===== config.mk =====
export PLATFORM = sky130hd
export DESIGN_NAME = button_event_ctrl
export DESIGN_NICKNAME = d
export VERILOG_FILES = /design/src/rtl/btn_evt_pkg.sv /design/src/rtl/btn_press_fsm.sv /design/src/rtl/button_event_ctrl.sv
export SDC_FILE = /design/constraint.sdc
export NUM_CORES = 1
export LEC_CHECK = 0
export ABC_AREA = 1
export BUFFER_PORTS_ARGS = -buffer_cell sky130_fd_sc_hd__buf_2
export CELL_PAD_IN_SITES_DETAIL_PLACEMENT = 0
export CELL_PAD_IN_SITES_GLOBAL_PLACEMENT = 1
export CORE_MARGIN = 2
export CORE_UTILIZATION = 45
export CTS_CLUSTER_SIZE = 24
export DETAILED_ROUTE_END_ITERATION = 6
export GPL_TIMING_DRIVEN = 0
export HOLD_SLACK_MARGIN = 0.15
export PLACE_DENSITY = 0.84
export SLEW_MARGIN = 10
export SYNTH_ARGS = -nofsm -noshare
export SYNTH_HDL_FRONTEND = slang
export SYNTH_SLANG_ARGS = --single-unit

===== constraint.sdc =====
create_clock -name clk -period 2.3 [get_ports clk]
set_input_delay 0 -clock clk [delete_from_list [all_inputs] [get_ports clk]]
set_output_delay 0 -clock clk [all_outputs]
set_load 0.01 [all_outputs]

===== src/rtl/btn_evt_pkg.sv =====
// Shared encodings for the pushbutton event controller: event types and per-button FSM states.
package btn_evt_pkg;

  typedef enum logic [1:0] {
    EVT_PRESS   = 2'd0,
    EVT_LONG    = 2'd1,
    EVT_REPEAT  = 2'd2,
    EVT_RELEASE = 2'd3
  } evt_type_t;

  typedef enum logic [1:0] {
    ST_IDLE    = 2'd0,
    ST_PRESSED = 2'd1,
    ST_HELD    = 2'd2
  } state_t;

endpackage


===== src/rtl/btn_press_fsm.sv =====
// Per-button press / long-press / auto-repeat FSM, advanced only on sample ticks.
// RELEASE_EVT_EN: when defined, returning to IDLE emits a RELEASE event.
module btn_press_fsm
  import btn_evt_pkg::*;
#(
  parameter int unsigned LONG_TICKS   = 50,
  parameter int unsigned REPEAT_TICKS = 10
) (
  input  logic      clk,
  input  logic      rst,
  input  logic      i_tick,
  input  logic      i_btn,
  output logic      o_emit,
  output evt_type_t o_type
);

  // Wide enough for whichever of the two periods is larger.
  localparam int unsigned CNT_MAX = (LONG_TICKS > REPEAT_TICKS) ? LONG_TICKS : REPEAT_TICKS;
  localparam int unsigned CNT_W   = $clog2(CNT_MAX + 1);

  state_t             r_state, w_state_nx;
  logic [CNT_W-1:0]   r_cnt, w_cnt_nx;

  always_ff @(posedge clk or posedge rst) begin
    if (rst) begin
      r_state <= ST_IDLE;
      r_cnt   <= '0;
    end else begin
      r_state <= w_state_nx;
      r_cnt   <= w_cnt_nx;
    end
  end

  always_comb begin
    w_state_nx = r_state;
    w_cnt_nx   = r_cnt;
    o_emit     = 1'b0;
    o_type     = EVT_PRESS;
    if (i_tick) begin
      case (r_state)
        ST_IDLE: begin
          if (i_btn) begin
            w_state_nx = ST_PRESSED;
            w_cnt_nx   = '0;
            o_emit     = 1'b1;
            o_type     = EVT_PRESS;
          end
        end
        ST_PRESSED, ST_HELD: begin
          if (!i_btn) begin
            w_state_nx = ST_IDLE;
`ifdef RELEASE_EVT_EN
            o_emit     = 1'b1;
            o_type     = EVT_RELEASE;
`endif
          end else if (r_state == ST_PRESSED && r_cnt == CNT_W'(LONG_TICKS - 1)) begin
            w_state_nx = ST_HELD;
            w_cnt_nx   = '0;
            o_emit     = 1'b1;
            o_type     = EVT_LONG;
          end else if (r_state == ST_HELD && r_cnt == CNT_W'(REPEAT_TICKS - 1)) begin
            w_cnt_nx   = '0;
            o_emit     = 1'b1;
            o_type     = EVT_REPEAT;
          end else begin
            w_cnt_nx   = r_cnt + CNT_W'(1);
          end
        end
        default: w_state_nx = ST_IDLE;
      endcase
    end
  end

endmodule


===== src/rtl/button_event_ctrl.sv =====
// Sample-tick divider, per-button event FSMs, pending slots, round-robin arbiter and drop flag.
// RELEASE_EVT_EN: when defined, button releases produce RELEASE events.
module button_event_ctrl
  import btn_evt_pkg::*;
#(
  parameter int unsigned N_BTN        = 4,
  parameter int unsigned TICK_DIV     = 100000,
  parameter int unsigned LONG_TICKS   = 50,
  parameter int unsigned REPEAT_TICKS = 10
) (
  input  logic                      clk,
  input  logic                      rst,
  output logic                      sample_tick,
  input  logic [N_BTN-1:0]          btn_db,
  output logic                      evt_valid,
  input  logic                      evt_ready,
  output logic [$clog2(N_BTN)-1:0]  evt_id,
  output logic [1:0]                evt_type,
  output logic                      drop_flag,
  input  logic                      drop_clr
);

  localparam int unsigned DIV_W = $clog2(TICK_DIV);
  localparam int unsigned ID_W  = $clog2(N_BTN);

  logic [DIV_W-1:0] r_div;
  logic [N_BTN-1:0] r_slot_vld;
  evt_type_t        r_slot_type [N_BTN];
  logic             r_out_vld;
  logic [ID_W-1:0]  r_out_id;
  evt_type_t        r_out_type;
  logic [ID_W-1:0]  r_rr;
  logic             r_drop;

  logic [N_BTN-1:0] w_emit;
  evt_type_t        w_type [N_BTN];
  logic             w_load;
  logic             w_gnt;
  logic [ID_W-1:0]  w_gnt_idx;
  logic [ID_W-1:0]  w_idx;
  logic [N_BTN-1:0] w_clr;
  logic [N_BTN-1:0] w_drop;

  always_ff @(posedge clk or posedge rst) begin
    if (rst)
      r_div <= '0;
    else if (r_div == DIV_W'(TICK_DIV - 1))
      r_div <= '0;
    else
      r_div <= r_div + DIV_W'(1);
  end

  assign sample_tick = (r_div == DIV_W'(TICK_DIV - 1));

  for (genvar g = 0; g < N_BTN; g++) begin : g_btn
    btn_press_fsm #(
      .LONG_TICKS   (LONG_TICKS),
      .REPEAT_TICKS (REPEAT_TICKS)
    ) u_fsm (
      .clk    (clk),
      .rst    (rst),
      .i_tick (sample_tick),
      .i_btn  (btn_db[g]),
      .o_emit (w_emit[g]),
      .o_type (w_type[g])
    );
  end

  // The output register refills in the same cycle it is accepted, so ready held high streams events.
  always_comb begin
    w_load    = !r_out_vld || evt_ready;
    w_gnt     = 1'b0;
    w_gnt_idx = '0;
    w_idx     = '0;
    for (int unsigned k = 0; k < N_BTN; k++) begin
      if (32'(r_rr) + k >= N_BTN)
        w_idx = ID_W'(32'(r_rr) + k - N_BTN);
      else
        w_idx = ID_W'(32'(r_rr) + k);
      if (w_load && !w_gnt && r_slot_vld[w_idx]) begin
        w_gnt     = 1'b1;
        w_gnt_idx = w_idx;
      end
    end
    for (int unsigned k = 0; k < N_BTN; k++) begin
      w_clr[k]  = w_gnt && (w_gnt_idx == ID_W'(k));
      w_drop[k] = w_emit[k] && r_slot_vld[k] && !w_clr[k];
    end
  end

  always_ff @(posedge clk or posedge rst) begin
    if (rst) begin
      r_slot_vld <= '0;
      for (int unsigned k = 0; k < N_BTN; k++) r_slot_type[k] <= EVT_PRESS;
      r_out_vld  <= 1'b0;
      r_out_id   <= '0;
      r_out_type <= EVT_PRESS;
      r_rr       <= '0;
      r_drop     <= 1'b0;
    end else begin
      if (w_load) begin
        r_out_vld <= w_gnt;
        if (w_gnt) begin
          r_out_id   <= w_gnt_idx;
          r_out_type <= r_slot_type[w_gnt_idx];
          r_rr       <= (w_gnt_idx == ID_W'(N_BTN - 1)) ? '0 : w_gnt_idx + ID_W'(1);
        end
      end
      // An emit into a slot being granted this cycle wins; otherwise a full slot keeps its event.
      for (int unsigned k = 0; k < N_BTN; k++) begin
        if (w_emit[k] && !w_drop[k]) begin
          r_slot_vld[k]  <= 1'b1;
          r_slot_type[k] <= w_type[k];
        end else if (w_clr[k]) begin
          r_slot_vld[k]  <= 1'b0;
        end
      end
      if (|w_drop)
        r_drop <= 1'b1;
      else if (drop_clr)
        r_drop <= 1'b0;
    end
  end

  assign evt_valid = r_out_vld;
  assign evt_id    = r_out_id;
  assign evt_type  = r_out_type;
  assign drop_flag = r_drop;

endmodule


==> results of run 1 <==
[how the worst max path moves through the flow]
stage,from,endpoint,slack (ns)
after global placement,rst,evt_id[1],-0.35
after CTS,r_rr[0],r_slot_type[5],0.03
after floorplan,evt_valid,r_slot_type[2],0.34
after global routing,r_rr[0],drop_flag,-0.03
final,r_rr[0],r_slot_type[3],0.17
after detailed placement,r_rr[0],r_slot_type[5],0.04
[sequential cells by signal, indices dropped and copies added (netlist names)]
signal,cells
evt_valid,1
evt_id,2
r_div,17
g_btn.u_fsm.r_state,8
g_btn.u_fsm.r_cnt,24
r_rr,2
r_slot_vld,4
r_slot_type,8
evt_type,2
drop_flag,1
[layout make-up]
cell class | instances | area (sq um)
plain buffers | 3 | 33.8
clock buffers | 13 | 179
clock inverters | 3 | 65.1
fillers | 942 | 4510
inverters | 99 | 390
multi-input cells | 394 | 2400
flip-flops and latches | 69 | 1730
well taps | 133 | 166
repair buffers | 29 | 220
[power groups by stage]
stage	clock network [mW]	logic (mW)	registers (mW)
3_5_place_dp	0	1.29	1.32
2_1_floorplan	0	0.989	1.34
5_1_grt	1.28	1.78	1.30
6_report	1.20	1.60	1.30
3_3_place_gp	0	1.24	1.32
4_1_cts	1.23	1.30	1.30
[cell usage after synthesis, types with 2 or more instances]
master | instances | area share
dfrtp_1 | 69 | 0.39
o21bai_1 | 2 | 0.0034
a31o_2 | 2 | 0.0039
nor2_2 | 8 | 0.011
inv_2 | 5 | 0.0042
o211ai_1 | 2 | 0.0034
inv_1 | 90 | 0.076
nor4_1 | 2 | 0.0028
nand4_1 | 10 | 0.014
nor2_1 | 31 | 0.026
nand2_1 | 130 | 0.11
nand2_4 | 2 | 0.0051
nand2_2 | 11 | 0.015
ha_1 | 29 | 0.081
nand3_1 | 34 | 0.038
nand3_4 | 2 | 0.0079
a21oi_1 | 30 | 0.034
xor2_1 | 10 | 0.020
a21oi_2 | 3 | 0.0059
nand3_2 | 5 | 0.011
o31ai_1 | 3 | 0.0051
o21ai_1 | 17 | 0.019
o221ai_1 | 3 | 0.0059
nor3_1 | 12 | 0.013
nand3b_1 | 3 | 0.0051
buf_6 | 3 | 0.0076
o21ai_0 | 22 | 0.025
nor4_4 | 2 | 0.0095
nor2_4 | 5 | 0.013
[metrics by stage]
step / setup TNS, ns / util / total power, mW / setup WS (ns)
2_1_floorplan: 0 / - / 2.33 / 0.340
3_3_place_gp: -24.03 / 0.485 / 2.56 / -0.353
3_5_place_dp: 0 / 0.488 / 2.61 / 0.0379
4_1_cts: 0 / 0.520 / 3.84 / 0.0321
5_1_grt: -0.0489 / 0.535 / 4.36 / -0.0278
6_report: 0 / 0.535 / 4.10 / 0.171
[what timing repair did]
action | 4_1_cts | 5_1_grt
endpoints found under the hold margin | 87 | 0
hold buffers | 7 | 0
endpoints found under the setup margin | 0 | 9
gates resized for setup | 0 | 24
buffers inserted | 0 | 7
[per-layer routing]
metal  vias up  track usage  part of all wire
li1       1910            -                 -
met3        14       0.0271             0.024
met1      1732        0.242              0.49
met4         0       0.0820             0.015
met2        46        0.298              0.47
met5         -            0                 0
[worst max-delay path: stages, from the launching register on]
cell and delay (ns):
dfrtp_1 0.34, buf_6 0.15, clkinv_8 0.09, nand2_2 0.10
nand2_1 0.06, nand2_1 0.10, nand2_4 0.09, o21ai_1 0.25
nand2_4 0.11, nand2_4 0.11, inv_2 0.06, ha_1 0.19
nand2_1 0.08, nand2_1 0.06, nand2_1 0.12, nand2_1 0.06
o21ai_1 0.07
[logic make-up (layout without fill, tap and decap cells)]
logic type | after synthesis | after routing | synth area share
XOR/XNOR | 11 | 11 | 0.0216
AO/OA/AOI/OAI | 90 | 90 | 0.118
flip-flops | 69 | 69 | 0.387
adder cells (fa/ha/maj) | 29 | 29 | 0.0814
buffers and inverters | 102 | 147 | 0.0929
AND/OR/NAND/NOR | 264 | 264 | 0.298
==> metrics.md, run 1 <==
| Metric | Value |
|---|---|
| Outcome | finished clean |
| Switch Pwr | 1.48 mW |
| Hold Vio Cnt, Final | 0 |
| Most frequent cells in the layout | 122 x nand2_1, 87 x inv_1, 69 x dfrtp_1 |
| # IOs | 15 |
| Layout Cells excl Fill | 743 |
| DRT iter0 DRCs | 170 |
| Num CTS Buffers | 9 |
| Total Routed Length | 9.03 mm |
| # clock sinks | 69 |
| Startpoint Class | flip-flop |
| Worst Skew | 0.0141 ns |
| Chip height | 104 microns |
| Vias per Instance | 4.98 |
| Initial DRT Pass Iterations | 4 |
| HPWL Detailed | 6.69 mm |
| Avg Inst Size Synth | 7.89 sq um |
| Rows | 36 |
| Max_cap viols | 0 |
| Post-route cell area | 5180 sq um |
| CTS max path bufs | 2 |
| Crit Path Category | flip-flop to flip-flop |
| Top_reg_cell synth | dfrtp_1 |
| Sw frac | 0.362 |
| Mapped Area | 4460 sq um |
| Core area | 9680 sq um |
| First-pass GRT wire length | 16.3 mm |
| Seq/Total Area, Yosys | 0.387 |
| R2R Path End | r_slot_type[3] |
| Area Growth Syn to Fin | 16.2% |
| Worst EP required | 2.58 ns |
| Syn Inst Count | 565 |
| Leakage power | 2.58 nW |
| Power Dens Cells | 792 nW/um^2 |
| Final Wtd Congestion | 0.800 |
| P_int | 2.62 mW |
| Antenna viol nets, final | 0 |
| Worst r2r src | r_rr[0] |
| Gate power share | 0.390 |
| Syn Nets | 602 |
| Seq pwr share | 0.317 |
| Largest net degree at the start of global routing | 46 |
| FFs w/ async S/R, synth | 1.00 |
| Die W | 104 microns |
| Die footprint | 10700 sq um |
| Min-delay worst type | input port to async pin |
| Crit share post-route | 0.926 |
| Worst-path clk slew | 0.07 ns |
| Worst slew pin tran | 0.421 ns |
| Antenna violations before repair | 0 |
| Post-synth cell types | 47 |
| H-tree depth | 3 |
| Final Max Slew Viols | 0 |
| Placed Cells | 713 |
| Max Freq | 470 MHz |
| Most common cell after layout, fill and taps aside | nand2_1 |
| Worst-Skew Late Latency | 0.35 ns |
| Total grt overflow | 0 |
| Via count | 3702 |
| Setup violators final | 0 |
| Synthesis Warnings | 0 |
| Maximum vdd ir drop | 394 uV |
| Ant. Diodes | 0 |
| Fin crit period | 2.13 ns |
| Crit. End Element | flip-flop |
| Crit-path max FO | 9 |
| Crit path arrival time | 2.40 ns |
| Area after DPL | 4720 sq um |
| Post-synth EDFFs | 0 |
| DRC errors left | 0 |
| Hold slack | 0.173 ns |
| Initial Util | 0.460 |
| Share of cells above drive strength 1 | 0.180 |
| Slew Limit Headroom | 0.717 |
| Reg2Reg Depth | 16 |
| TritonCTS clock tree | built |
| Clock Root Buffer | clkbuf_8 |
| PortBufs | 14 |
| GR Util All Layers | 0.183 |
| Final-stage net count | 642 |
| Clock network power share | 0.293 |
| Worst reg2reg setup slack | 0.17 ns |
| Vias in the first global route | 3671 |
| Wire per inst | 12.1 microns |
| Synth Register Bits | 69 |
No activity file was read; power rests on OpenSTA's default activity.
==> run 2, diff against run 1 <==
--- a/config.mk
+++ b/config.mk
@@ -9,6 +9,7 @@
 export BUFFER_PORTS_ARGS = -buffer_cell sky130_fd_sc_hd__buf_2
 export CELL_PAD_IN_SITES_DETAIL_PLACEMENT = 0
 export CELL_PAD_IN_SITES_GLOBAL_PLACEMENT = 1
+export CORE_ASPECT_RATIO = 1.2
 export CORE_MARGIN = 2
 export CORE_UTILIZATION = 45
 export CTS_CLUSTER_SIZE = 24
==> metrics.md, run 2 (synthesized netlist as in run 1, its figures left out) <==
| Metric | Value |
|---|---|
| Die W | 94.8 microns (was 104 microns) |
| Via count | 3720 (was 3702) |
| Power Dens Cells | 775 nW/um^2 (was 792 nW/um^2) |
| Post-Place Worst Slack | 0.0673 ns (was 0.0379 ns) |
| Total Routed Length | 8.93 mm (was 9.03 mm) |
| Leakage power | 2.56 nW (was 2.58 nW) |
| Wire per inst | 12.2 microns (was 12.1 microns) |
| Worst setup margin | 0.181 ns (was 0.171 ns) |
| Setup TNS | 0 ns (unchanged) |
| Worst reg2reg setup slack | 0.18 ns (was 0.17 ns) |
| Antenna violations before repair | 0 (unchanged) |
| Final-stage net count | 640 (was 642) |
| Share of cells above drive strength 1 | 0.166 (was 0.180) |
| Max Freq | 472 MHz (was 470 MHz) |
| Fillers | 932 (was 942) |
| Largest regs | g_btn.u_fsm.r_cnt x24, r_div x17 (unchanged) |
| TritonCTS clock tree | built (unchanged) |
| H-tree depth | 3 (unchanged) |
| Hold Vio Cnt, Final | 0 (unchanged) |
| Top reg by flops | g_btn.u_fsm.r_cnt (unchanged) |
| Initial Util | 0.466 (was 0.460) |
| Setup violators final | 0 (unchanged) |
| Min-delay worst type | input port to async pin (unchanged) |
| Max_cap viols | 0 (unchanged) |
| Core area | 9560 sq um (was 9680 sq um) |
| Crit path arrival time | 2.37 ns (was 2.40 ns) |
| Most frequent cell on the critical path | nand2_1 (unchanged) |
| Worst-path clk slew | 0.06 ns (was 0.07 ns) |
| Total grt overflow | 0 (unchanged) |
| Worst r2r src | r_rr[0] (unchanged) |
| Reg2Reg Depth | 17 (was 16) |
| Most frequent cells in the layout | 125 x nand2_1, 88 x inv_1, 69 x dfrtp_1 (was 122 x nand2_1, 87 x inv_1, 69 x dfrtp_1) |
| Outcome | finished clean (unchanged) |
| Final core utilization | 0.536 (was 0.535) |
| Vias per Instance | 5.09 (was 4.98) |
| Vias in the first global route | 3753 (was 3671) |
| Fin crit period | 2.12 ns (was 2.13 ns) |
| Final Wtd Congestion | 0.839 (was 0.800) |
| Area Growth Syn to Fin | 15.1% (was 16.2%) |
| R2R Path End | r_slot_type[6] (was r_slot_type[3]) |
| First-pass GRT wire length | 16.3 mm (about the same) |
| Worst-Skew Late Latency | 0.33 ns (was 0.35 ns) |
| PortBufs | 14 (unchanged) |
| Worst EP required | 2.55 ns (was 2.58 ns) |
| Crit-path max FO | 9 (unchanged) |
| Crit share post-route | 0.921 (was 0.926) |
| Max FFs per register | 24 (unchanged) |
| Num CTS Buffers | 9 (unchanged) |
| CTS max path bufs | 2 (unchanged) |
| GR Util All Layers | 0.189 (was 0.183) |
| Worst path top cell family by delay | simple AND/OR/NAND/NOR gates (unchanged) |
| Worst Skew | 0.00736 ns (was 0.0141 ns) |
| Chip height | 113 microns (was 104 microns) |
| Most common cell after layout, fill and taps aside | nand2_1 (unchanged) |
| Crit Path Category | flip-flop to flip-flop (unchanged) |
| Clock Root Buffer | clkbuf_16 (was clkbuf_8) |
| Critical path's slowest cell | dfrtp_1 (unchanged) |
| Antenna viol nets, final | 0 (unchanged) |
| DRC errors left | 0 (unchanged) |
| Crit. End Element | flip-flop (unchanged) |
| HPWL Detailed | 6.70 mm (was 6.69 mm) |
| Crit path cell chain | buf_6, inv_8, nand2_2, nand2_1, nand2_1, nand2_4, nand4_1, nand2_1, nand2_4, nand2_4, inv_2, ha_1, nand2_1, nand2_2, nand3_4, nand2_1, o21ai_1 (was buf_6, clkinv_8, nand2_2, nand2_1, nand2_1, nand2_4, o21ai_1, nand2_4, nand2_4, inv_2, ha_1, nand2_1, nand2_1, nand2_1, nand2_1, o21ai_1) |
| DRT iter0 DRCs | 131 (was 170) |
| Rows | 39 (was 36) |
| Initial DRT Pass Iterations | 4 (unchanged) |
| Max incr delay on CP | 0.38 ns (was 0.34 ns) |
| # IOs | 15 (unchanged) |
| # clock sinks | 69 (unchanged) |
| Slew Limit Headroom | 0.689 (was 0.717) |
| Worst slew pin tran | 0.463 ns (was 0.421 ns) |
| Die footprint | 10700 sq um (about the same) |
| Final Max Slew Viols | 0 (unchanged) |
| Ant. Diodes | 0 (unchanged) |
| Maximum vdd ir drop | 399 uV (was 394 uV) |
| Largest net degree at the start of global routing | 38 (was 46) |
| Startpoint Class | flip-flop (unchanged) |
| Bufs and invs on worst path | 3 (unchanged) |
[run 2: changes by cell type in the layout (fill, tap and decap cells not counted), sizes merged]
| cell | before | now |
|---|---|---|
| buf | 25 | 23 |
| clkbuf | 13 | 11 |
| clkinv | 4 | 6 |
| inv | 96 | 97 |
| bufinv | 2 | 0 |
| clkinvlp | 0 | 1 |
[run 2: timing repair]
action                                  CTS  global route
setup buffers                             0             5
endpoints found under the setup margin    0             9
hold endpoints to repair                 86             0
gates resized for setup                   0            16
hold buffers                              7             0
[run 2: through the flow]
step | hold WS [ns] | cells | area (sq um) | total power [mW]
final | 0.231 | 731 | 5130 | 3.97
after global routing | 0.262 | 731 | 5130 | 4.26
after CTS | 0.241 | 726 | 5030 | 3.86
after detailed placement | 0.0491 | 703 | 4700 | 2.60
after global placement | 0.339 | 702 | 4680 | 2.59
after floorplan | 0.172 | 565 | 4460 | 2.33
[run 2: worst max path at each step]
stage | end | depth (start not counted) | startpoint
floorplan | r_slot_type[2] | 15 | evt_valid
global placement | g_btn[2].u_fsm.r_cnt[3] | 2 | rst
detailed placement | r_slot_type[3] | 17 | r_rr[0]
CTS | r_slot_type[3] | 17 | r_rr[0]
global route | r_slot_type[7] | 17 | r_rr[0]
finish | r_slot_type[6] | 17 | r_rr[0]
[run 2: final cells by class]
cell class / instances / area [sq um] / area share
multi-input cells: 394 / 2370 / 0.462
flip-flops and latches: 69 / 1730 / 0.337
inverters: 99 / 385 / 0.0751
clock buffers: 11 / 233 / 0.0454
repair buffers: 27 / 198 / 0.0385
well taps: 123 / 154 / 0.0300
plain buffers: 3 / 33.8 / 0.00659
clock inverters: 5 / 27.5 / 0.00537
[run 2: worst register-to-register path: cells and delay by family (launching register included)]
kind                       cells  cell delay, ns
and+or+nand+nor               12            1.09
adders and majority gates      1            0.18
AOI/OAI and AO/OA              1            0.07
DFF                            1            0.38
buffers and inverters          3            0.29
[run 2: routing by layer]
layer / vias up / share of wire / track usage
met1: 1757 / 0.47 / 0.239
met2: 37 / 0.50 / 0.316
met4: 0 / 0.012 / 0.0599
met3: 7 / 0.024 / 0.0459
li1: 1919 / - / -
met5: - / 0 / 0
[run 2: power breakdown]
group / total (mW) / switching, mW / internal (mW) / leakage (nW)
Combinational: 1.44 / 0.907 / 0.536 / 1.58
Sequential: 1.30 / 0.0265 / 1.28 / 0.848
Clock: 1.23 / 0.505 / 0.722 / 0.129
Total: 3.97 / 1.44 / 2.54 / 2.56
==> run 3, diff against run 2 <==
--- a/config.mk
+++ b/config.mk
@@ -6,7 +6,6 @@
 export NUM_CORES = 1
 export LEC_CHECK = 0
 export ABC_AREA = 1
-export BUFFER_PORTS_ARGS = -buffer_cell sky130_fd_sc_hd__buf_2
 export CELL_PAD_IN_SITES_DETAIL_PLACEMENT = 0
 export CELL_PAD_IN_SITES_GLOBAL_PLACEMENT = 1
 export CORE_ASPECT_RATIO = 1.2
@@ -14,9 +13,10 @@
 export CORE_UTILIZATION = 45
 export CTS_CLUSTER_SIZE = 24
 export DETAILED_ROUTE_END_ITERATION = 6
+export DONT_BUFFER_PORTS = 1
 export GPL_TIMING_DRIVEN = 0
 export HOLD_SLACK_MARGIN = 0.15
-export PLACE_DENSITY = 0.84
+export PLACE_DENSITY = 0.82
 export SLEW_MARGIN = 10
 export SYNTH_ARGS = -nofsm -noshare
 export SYNTH_HDL_FRONTEND = slang
==> metrics.md, run 3 (synthesized netlist as in run 1, its figures left out) <==
| Metric | Value |
|---|---|
| Die W | 94.8 microns (unchanged) |
| Via count | 3679 (was 3720) |
| Chip height | 113 microns (unchanged) |
| Total Routed Length | 9.08 mm (was 8.93 mm) |
| Crit Path Category | flip-flop to flip-flop (unchanged) |
| Max Freq | 468 MHz (was 472 MHz) |
| Crit path arrival time | 2.40 ns (was 2.37 ns) |
| Vias in the first global route | 3644 (was 3753) |
| Initial DRT Pass Iterations | 4 (unchanged) |
| Hold slack | 0.176 ns (was 0.231 ns) |
| Largest net degree at the start of global routing | 36 (was 38) |
| Slew Limit Headroom | 0.679 (was 0.689) |
| Total grt overflow | 0 (unchanged) |
| Crit path to | drop_flag (was r_slot_type[6]) |
| Power Dens Cells | 804 nW/um^2 (was 775 nW/um^2) |
| Outcome | finished clean (unchanged) |
| Final core utilization | 0.531 (was 0.536) |
| HPWL Detailed | 6.74 mm (was 6.70 mm) |
| Startpoint Class | flip-flop (unchanged) |
| CTS max path bufs | 2 (unchanged) |
| Setup violators final | 0 (unchanged) |
| Final Max Slew Viols | 0 (unchanged) |
| Setup TNS | 0 ns (unchanged) |
| Most common cell after layout, fill and taps aside | nand2_1 (unchanged) |
| Power Total | 4.08 mW (was 3.97 mW) |
| Ant. Diodes | 0 (unchanged) |
| Share of cells above drive strength 1 | 0.157 (was 0.166) |
| Max FFs per register | 24 (unchanged) |
| Core area | 9560 sq um (unchanged) |
| Met3 wire length | 231 microns (was 213 microns) |
| Final-stage net count | 624 (was 640) |
| Worst Skew | 0.00644 ns (was 0.00736 ns) |
| Sw frac | 0.360 (was 0.362) |
| Maximum vdd ir drop | 396 uV (was 399 uV) |
| R2R Path End | drop_flag (was r_slot_type[6]) |
| Worst reg2reg setup slack | 0.16 ns (was 0.18 ns) |
| Rows | 39 (unchanged) |
| Worst setup margin | 0.162 ns (was 0.181 ns) |
| Critical Path Source | r_rr[0] (unchanged) |
| Post-Place Worst Slack | 0.0328 ns (was 0.0673 ns) |
| Vias per Instance | 5.15 (was 5.09) |
| Reg2Reg Depth | 17 (unchanged) |
| Num CTS Buffers | 9 (unchanged) |
| Worst r2r src | r_rr[0] (unchanged) |
| Area Growth Syn to Fin | 13.9% (was 15.1%) |
| Seq pwr share | 0.325 (was 0.328) |
| Met1 Wirelength | 4.21 mm (was 4.17 mm) |
| Uppermost routed layer | met4 (unchanged) |
| P_int | 2.61 mW (was 2.54 mW) |
| Met2 Wirelength | 4.55 mm (was 4.44 mm) |
| Crit share post-route | 0.929 (was 0.921) |
| Fin crit period | 2.14 ns (was 2.12 ns) |
| Clock network power share | 0.330 (was 0.309) |
| Top reg by flops | g_btn.u_fsm.r_cnt (unchanged) |
| Worst-Skew Late Latency | 0.33 ns (about the same) |
| Hold Vio Cnt, Final | 0 (unchanged) |
| Worst slew pin tran | 0.477 ns (was 0.463 ns) |
| Antenna viol nets, final | 0 (unchanged) |
| RSZ-0062 raised after global routing | false |
| Max_cap viols | 0 (unchanged) |
| H-tree depth | 3 (unchanged) |
| # clock sinks | 69 (unchanged) |
| Leakage power | 2.50 nW (was 2.56 nW) |
| PortBufs | 0 (was 14) |
| Initial Util | 0.466 (unchanged) |
| Crit. End Element | flip-flop (unchanged) |
| Clock Root Buffer | clkbuf_16 (unchanged) |
| Wire per inst | 12.7 microns (was 12.2 microns) |
| DRT iter0 DRCs | 138 (was 131) |
| Most frequent cells in the layout | 120 x nand2_1, 87 x inv_1, 69 x dfrtp_1 (was 125 x nand2_1, 88 x inv_1, 69 x dfrtp_1) |
| Antenna violations before repair | 0 (unchanged) |
| Switch Pwr | 1.47 mW (was 1.44 mW) |
| Gate power share | 0.346 (was 0.363) |
| # IOs | 15 (unchanged) |
| Min-delay worst type | input port to async pin (unchanged) |
| Crit-path max FO | 9 (unchanged) |
| First-pass GRT wire length | 15.8 mm (was 16.3 mm) |
| Worst EP required | 2.56 ns (was 2.55 ns) |
| GR Util All Layers | 0.186 (was 0.189) |
| DRC errors left | 0 (unchanged) |
| TritonCTS clock tree | built (unchanged) |
| Worst-path clk slew | 0.05 ns (was 0.06 ns) |
| Final Wtd Congestion | 0.792 (was 0.839) |
| Die footprint | 10700 sq um (unchanged) |
| Largest regs | g_btn.u_fsm.r_cnt x24, r_div x17 (unchanged) |
==> run 3: cell count changes in the layout (fill, tap and decap cells not counted), sizes merged <==
cell	change
bufinv	+1
clkbuf	-1
buf	-16
clkinv	-1
==> run 3: power by group through the flow <==
| stage | Combinational, mW | Clock, mW | Sequential, mW |
|---|---|---|---|
| floorplan | 0.989 | 0 | 1.34 |
| global placement | 1.20 | 0 | 1.35 |
| detailed placement | 1.22 | 0 | 1.35 |
| CTS | 1.24 | 1.38 | 1.33 |
| global route | 1.58 | 1.45 | 1.33 |
| finish | 1.41 | 1.35 | 1.33 |
==> run 3: cell type report <==
class,count,area (sq um)
tap,123,154
inverter,99,385
fill,933,4490
clock inverter,5,52.6
timing repair buffer,11,113
clock buffer,10,229
multi-input combinational,394,2380
sequential,69,1730
buffer,3,33.8
==> run 3: worst min path at each step <==
stage	endpoint	depth (start not counted)
2_1_floorplan	r_slot_type[1]	2
4_1_cts	r_slot_type[5]	2
5_1_grt	r_slot_type[5]	2
6_report	r_div[13]	2
3_5_place_dp	r_div[13]	1
3_3_place_gp	r_slot_type[1]	2
==> run 3: what timing repair did <==
| action | in CTS | in global routing |
|---|---|---|
| setup buffers | 0 | 3 |
| gates resized for setup | 1 | 20 |
| pin swaps | 0 | 8 |
| hold endpoints to repair | 96 | 0 |
| hold buffers | 7 | 0 |
| gates cloned | 0 | 0 |
| endpoints found under the setup margin | 1 | 9 |
==> run 3: worst max-delay path: stages, from the launching register on <==
cell and delay [ns]:
dfrtp_1 0.37, buf_6 0.15, inv_8 0.08, nand2_2 0.06, nand2_1 0.06, nand2_1 0.08, nand2_4 0.11, nand4_1 0.15
nand2_1 0.11, nand2_2 0.10, nand2_4 0.11, inv_2 0.06, ha_1 0.19, nand2_1 0.07, nand2_2 0.08, o21ai_2 0.12
inv_1 0.05, nand2_1 0.09
==> run 3: stage by stage <==
stage                     cell area (sq um)  instances
after floorplan                        4460        565
after global placement                 4610        688
after detailed placement               4630        689
after CTS                              4980        711
after global routing                   5080        714
final                                  5080        714
==> run 3: layer usage <==
metal  vias to the layer above  global-route usage
met2                        43               0.311
met5                         -                   0
met3                         8              0.0466
met1                      1753               0.233
met4                         0              0.0647
li1                       1875                   -
